[src/rtl/image_stream_source.sv]
// Raster-order pixel source: reads a frame from a synchronous-read RAM and streams
// packed pixels with a clk_en qualifier, with optional zero-pixel flush beats at the end.
module image_stream_source #(
    parameter int D_WIDTH      = 8,
    parameter int D_CHANNELS   = 3,
    parameter int IMAGE_WIDTH  = 64,
    parameter int IMAGE_HEIGHT = 32,
    parameter int ADDR_WIDTH   = 11,
    parameter int FLUSH_CYCLES = 0
) (
    input  logic                          clk,
    input  logic                          rst_n,
    input  logic                          start,
    input  logic                          stall,
    output logic [ADDR_WIDTH-1:0]         mem_addr,
    output logic                          mem_rd_en,
    input  logic [D_CHANNELS*D_WIDTH-1:0] mem_rd_data,
    output logic [D_CHANNELS*D_WIDTH-1:0] input_data,
    output logic                          clk_en,
    output logic                          busy,
    output logic                          done
);

    localparam int                    PW         = D_CHANNELS * D_WIDTH;
    localparam int                    N          = IMAGE_WIDTH * IMAGE_HEIGHT;
    localparam logic [ADDR_WIDTH-1:0] ADDR_LAST  = ADDR_WIDTH'(N - 1);
    localparam bit                    HAS_FLUSH  = (FLUSH_CYCLES > 0);
    localparam int                    FW         = (FLUSH_CYCLES > 1) ? $clog2(FLUSH_CYCLES) : 1;
    localparam logic [FW-1:0]         FLUSH_LAST = FW'((FLUSH_CYCLES > 0) ? FLUSH_CYCLES - 1 : 0);

    typedef enum logic [1:0] {S_IDLE, S_FETCH, S_WAIT, S_FLUSH} state_t;

    state_t                r_state;
    state_t                w_next;
    logic [ADDR_WIDTH-1:0] r_addr;
    logic                  r_rd_valid;
    logic                  r_pix_vld;
    logic [PW-1:0]         r_pix;
    logic [FW-1:0]         r_flush_cnt;
    logic                  r_done;
    logic                  w_issue;
    logic                  w_flush_beat;
    logic                  w_end;

    always_comb begin
        w_issue      = (r_state == S_FETCH) && !stall;
        w_flush_beat = (r_state == S_FLUSH) && !stall;
        w_next       = r_state;
        w_end        = 1'b0;
        case (r_state)
            S_IDLE: begin
                if (start) w_next = S_FETCH;
            end
            S_FETCH: begin
                if (w_issue && (r_addr == ADDR_LAST)) w_next = S_WAIT;
            end
            S_WAIT: begin
                // Last pixel is on the output when nothing is left in the read pipe.
                if (r_pix_vld && !r_rd_valid) begin
                    if (HAS_FLUSH) begin
                        w_next = S_FLUSH;
                    end else begin
                        w_next = S_IDLE;
                        w_end  = 1'b1;
                    end
                end
            end
            S_FLUSH: begin
                if (w_flush_beat && (r_flush_cnt == FLUSH_LAST)) begin
                    w_next = S_IDLE;
                    w_end  = 1'b1;
                end
            end
            default: w_next = S_IDLE;
        endcase
    end

    always_ff @(posedge clk or negedge rst_n) begin
        if (!rst_n) begin
            r_state <= S_IDLE;
            r_done  <= 1'b0;
        end else begin
            r_state <= w_next;
            r_done  <= w_end;
        end
    end

    always_ff @(posedge clk or negedge rst_n) begin
        if (!rst_n) begin
            r_addr      <= '0;
            r_flush_cnt <= '0;
        end else begin
            if ((r_state == S_IDLE) && start) begin
                r_addr <= '0;
            end else if (w_issue) begin
                r_addr <= r_addr + 1'b1;
            end
            if (r_state != S_FLUSH) begin
                r_flush_cnt <= '0;
            end else if (w_flush_beat) begin
                r_flush_cnt <= r_flush_cnt + 1'b1;
            end
        end
    end

    // RAM returns data one cycle after the read; register it once more for the output beat.
    always_ff @(posedge clk or negedge rst_n) begin
        if (!rst_n) begin
            r_rd_valid <= 1'b0;
            r_pix_vld  <= 1'b0;
            r_pix      <= '0;
        end else begin
            r_rd_valid <= w_issue;
            r_pix_vld  <= r_rd_valid;
            if (r_rd_valid) r_pix <= mem_rd_data;
        end
    end

    assign mem_addr   = r_addr;
    assign mem_rd_en  = w_issue;
    assign clk_en     = r_pix_vld | w_flush_beat;
    assign input_data = (r_state == S_FLUSH) ? '0 : r_pix;
    assign busy       = (r_state != S_IDLE);
    assign done       = r_done;

endmodule

[config.mk]
export PLATFORM = sky130hd
export DESIGN_NAME = image_stream_source
export DESIGN_NICKNAME = d
export VERILOG_FILES = /design/src/rtl/image_stream_source.sv
export SDC_FILE = /design/constraint.sdc
export NUM_CORES = 1
export LEC_CHECK = 0
export CAP_MARGIN = 0
export CORE_ASPECT_RATIO = 0.6
export CORE_UTILIZATION = 35
export DETAILED_ROUTE_END_ITERATION = 6
export SYNTH_ARGS = -nofsm -noshare
export SYNTH_HDL_FRONTEND = slang
export SYNTH_SLANG_ARGS = --single-unit
[constraint.sdc]
create_clock -name clk -period 1.9 [get_ports clk]
set_input_delay 0.57 -clock clk [delete_from_list [all_inputs] [get_ports clk]]
set_output_delay 0.57 -clock clk [all_outputs]
set_load 0.02 [all_outputs]
Word level (Yosys, flattened, before mapping)

Cells that the tools add are included.

Equal/unequal tests: 9
Muxes and demuxes: 13
Reductions and logical operators: 13
Bitwise gates (word level): 2
Add/subtract/negate cells: 2

Operators with widths:

| kind                    | number |
|---|---|
| $mux W24                | 1 |
| $mux W11                | 2 |
| $add A11 B1 Y11 const B | 1 |
| $eq A11 B11 Y1 const B  | 1 |
| $mux W2                 | 4 |
| $ne A2 B2 Y1 const B    | 4 |
| $pmux W2 S4             | 1 |
| $logic_and A1 B1 Y1     | 6 |
| $reduce_bool A2 Y1      | 3 |
| $eq A2 B2 Y1 const B    | 2 |
| $mux W1                 | 4 |
| $reduce_and A4 Y1       | 1 |
| $eq A2 B1 Y1 const B    | 1 |
| $logic_not A1 Y1        | 2 |
| $logic_not A2 Y1        | 1 |
| $ne A2 B1 Y1 const B    | 1 |
| $pmux W1 S2             | 1 |
| $add A1 B1 Y1 const B   | 1 |
| $not A1 Y1              | 1 |
| $or A1 B1 Y1            | 1 |

Flip-flop bits (word level): 41
Word-level logic and storage cells: 46
Output and inout port bits: 39
Bits of input ports: 28

Logic depth before layout (Yosys ltp)

Word-level depth: 5
Mapped depth: 5
Depth with buffers taken out: 4

Worst setup path before layout

OpenSTA, ideal clock, no wires.

Path kind: register -> output
Start point: reg r_state[0]
End point: out clk_en
Required time: 1.330 ns
Cell stages (with the launch flop): 5
Arrival time: 1.098 ns
Path buffers: 2
Setup slack: 0.232 ns
Path through: dfrtp_1 > buf_2 > nand2_1 > clkbuf_1 > o21bai_1

Longest elaborated chain between the ends: 3

Ends and longest elaborated chain:

| what                   | line | source |
|---|---|---|
| start, declared        | 33   | `state_t r_state;` |
| start signal, assigned | 83   | `r_state <= w_next;` |
| $eq A2 B2 Y1           | 47   | `w_flush_beat = (r_state == S_FLUSH) && !stall;` |
| $logic_and A1 B1 Y1    | 47   |  |
| $or A1 B1 Y1           | 121  | `assign clk_en = r_pix_vld \| w_flush_beat;` |
| end, declared          | 19   | `output logic clk_en,` |

Every way passes these cells.

Final worst setup path

Start point: reg r_addr[9] (netlist: mem_addr[9])
End point: out mem_addr[9]

RTL lines:

| what                   | line | source |
|---|---|---|
| start, declared        | 35   | `logic [ADDR_WIDTH-1:0] r_addr;` |
| start signal, assigned | 96   | `r_addr <= r_addr + 1'b1;` |
| end, declared          | 15   | `output logic [ADDR_WIDTH-1:0] mem_addr,` |

No word-level cell between the ends.

==> flow_summary.yaml <==
pwr:
  swShare_pct: 31.6
  internal-power_mw: 1.70
  irDropWorstVdd_mv: 0.445
  design_power_total_mw: 2.49
  combPwrFrac_pct: 28.8
  clkPwrFrac_pct: 26.9
  pwr-share-seq_pct: 44.3
  p_leak_nw: 1.26
  pwr_density_cell_nw_per_um2: 924
  p_sw_mw: 0.789
grt:
  grt_usage_pct: 15.9
  grt_max_degree: 36
  grt_pass1_vias: 1425
  grt_pass1_wl_um: 7060
  antenna_found_initial: 0
  gr-total-overflow: 0
floorplan:
  num_io_pins: 67
  die_y_um: 59.3
  core_um2: 5150
  initial_core_util_pct: 37.1
  dieArea_um2: 5770
  die_w_um: 97.4
  num_rows: 20
clock_tree:
  cts_max_path_buffers: 2
  clk_latency_ns: 0.29
  clk_pin_slew_worst_paths_ns: 0.08
  cts_tree: "done"
  cts_buffers: 5
  cts_sinks: 41
  htree_num_levels: 2
  cts_root_buf: "clkbuf_8"
synth:
  yosysTopAreaCell: "dfrtp_1"
  synth.cell_area_um2: 1910
  async_flop_share_pct: 100
  synth_nets: 187
  yosysWarnings: 0
  syn_inst: 158
  synth_top_area_share_pct: 53.7
  synth.cells.most_frequent: "dfrtp_1 (41), and2_1 (24), mux2_2 (24)"
  synth_area_leaders: "dfrtp_1 (54%), mux2_2 (14%), and2_1 (7.9%)"
  synth-seq-cells: 41
  synth_area_per_cell_um2: 12.1
  ys_seq_area_share_pct: 53.7
  synth_edf_count: 0
  synth_cell_types: 35
  yosysMostFrequentCell: "dfrtp_1"
  synthFlopType: "dfrtp_1"
critical_path:
  slowest_delay_ns: 0.61
  critPathLaunch: "mem_addr[9]"
  r2r-start: "r_state[1]"
  r2r-end: "mem_addr[8]"
  rrSetupSlack_ns: 0.39
  crit_required_ns: 1.33
  crit_family: "buffers and inverters"
  cp_slowest_cell: "clkdlybuf4s50_1"
  cp-start-kind: "register"
  cp_cell_sequence: "clkdlybuf4s50_1"
  crit_type: "reg -> out"
  cp.arrival_ns: 1.28
  rr_worst_depth: 5
  crit_fanout: 4
  critPathBufInv: 1
  cp-end-kind: "primary output"
place:
  place_ws_ns: -0.583
  hpwlAfterDp_um: 3200
  io_buffers: 66
  place.gp.congestion: 0.787
final_layout:
  area_growth_pct: 41.1
  drive_gt1_share_pct: 32.6
  nets: 265
  fillers: 454
  antenna_cells: 0
drt:
  ant_nets: 0
  vias: 1415
  wire_per_inst_um: 13.9
  wl_um: 4210
  via_per_inst: 4.69
  drt-initial-drc-count: 48
  drtPass1Iterations: 4
  drc: 0
min_path:
  hold_class: "in -> async"
sta:
  fin_crit_sh_pct: 97.6
  worst_clock_skew_ns: 0.00898
  hold_viol: 0
  fin_crit_ns: 1.85
  slew_viol_final: 0
  fmax_mhz: 539
  rsz0062_at_grt: "no"
  tightest_slew_ns: 0.383
  fin_setup_tns_ns: 0
  fin_ws_ns: 0.0460
  setup_viol_count_final: 0
  slew_headroom_pct: 74.2
job:
  drv_cap: 0
status:
  status: "finished clean"
==> worst max path at each step <==
stage                     cells after the start  slack (ns)        endpoint
after detailed placement                      3       -0.58       mem_rd_en
after global placement                        3       -0.58       mem_rd_en
after floorplan                               4        0.23          clk_en
final                                         1        0.05     mem_addr[9]
after global routing                          4       0.003  input_data[22]
after CTS                                     1       0.001     mem_addr[8]
==> power by group through the flow <==
| stage | clock (mW) | combinational, mW | sequential, mW |
|---|---|---|---|
| CTS | 0.693 | 0.729 | 1.10 |
| detailed placement | 0 | 0.818 | 1.12 |
| global placement | 0 | 0.802 | 1.12 |
| global route | 0.730 | 0.784 | 1.13 |
| floorplan | 0 | 0.354 | 1.18 |
| finish | 0.670 | 0.719 | 1.10 |
==> layer usage <==
layer  track usage (%)  wire, um  vias up
met1              22.6      2180      693
met4              5.67        51        0
met3              4.13       161        4
li1                  -         -      692
met5                 0         0        -
met2              23.9      1820       26
==> area by class of cell <==
type | instances | area, um^2 | share of cell area, %
repair buffers | 80 | 653 | 24.2
flip-flops and latches | 41 | 1030 | 38.0
well taps | 66 | 82.6 | 3.06
clock buffers | 5 | 68.8 | 2.55
inverters | 2 | 7.51 | 0.278
multi-input cells | 106 | 825 | 30.6
clock inverters | 2 | 35.0 | 1.30
==> timing repair <==
action | 4_1_cts | 5_1_grt
hold buffers | 0 | 0
setup endpoints to repair | 33 | 7
buffers inserted | 1 | 0
pin swaps | 1 | 0
gates resized for setup | 117 | 7
==> logic make-up after synthesis <==
| family | count (synthesis) | synth area share [%] |
|---|---|---|
| AO/OA/AOI/OAI | 9 | 3.27 |
| flip-flops | 41 | 53.7 |
| AND/OR/NAND/NOR | 62 | 20.0 |
| multiplexers | 31 | 17.8 |
| adder cells (fa/ha/maj) | 1 | 0.654 |
| XOR/XNOR | 3 | 1.37 |
| buffers and inverters | 11 | 3.21 |
==> state kept, by name, summed over array words and instances, names as in the netlist <==
name         flops
r_rd_valid       1
done             1
r_state          2
r_pix           24
r_pix_vld        1
r_flush_cnt      1
mem_addr        11
==> stage by stage <==
step / utilization, % / area [um^2] / instances / hold slack [ns]
2_1_floorplan: - / 1910 / 158 / 0.274
3_3_place_gp: 52.5 / 2710 / 294 / 0.426
3_5_place_dp: 52.5 / 2710 / 294 / 0.421
4_1_cts: 52.0 / 2680 / 302 / 0.101
5_1_grt: 52.3 / 2700 / 302 / 0.102
6_report: 52.3 / 2700 / 302 / 0.107
==> cell usage in the layout (no fill, tap or decap), types with 3 or more instances in the layout <==
cell / count
dfrtp_1: 41
clkdlybuf4s50_1: 27
and2_1: 24
mux2_2: 24
buf_2: 24
buf_4: 16
nand2_1: 11
mux2i_1: 7
dlygate4sd2_1: 7
nor2_1: 5
clkbuf_8: 5
dlymetal6s2s_1: 4
a21oi_1: 3
nor2b_1: 3
nand2b_1: 3
(Power assumes the default switching activity.)
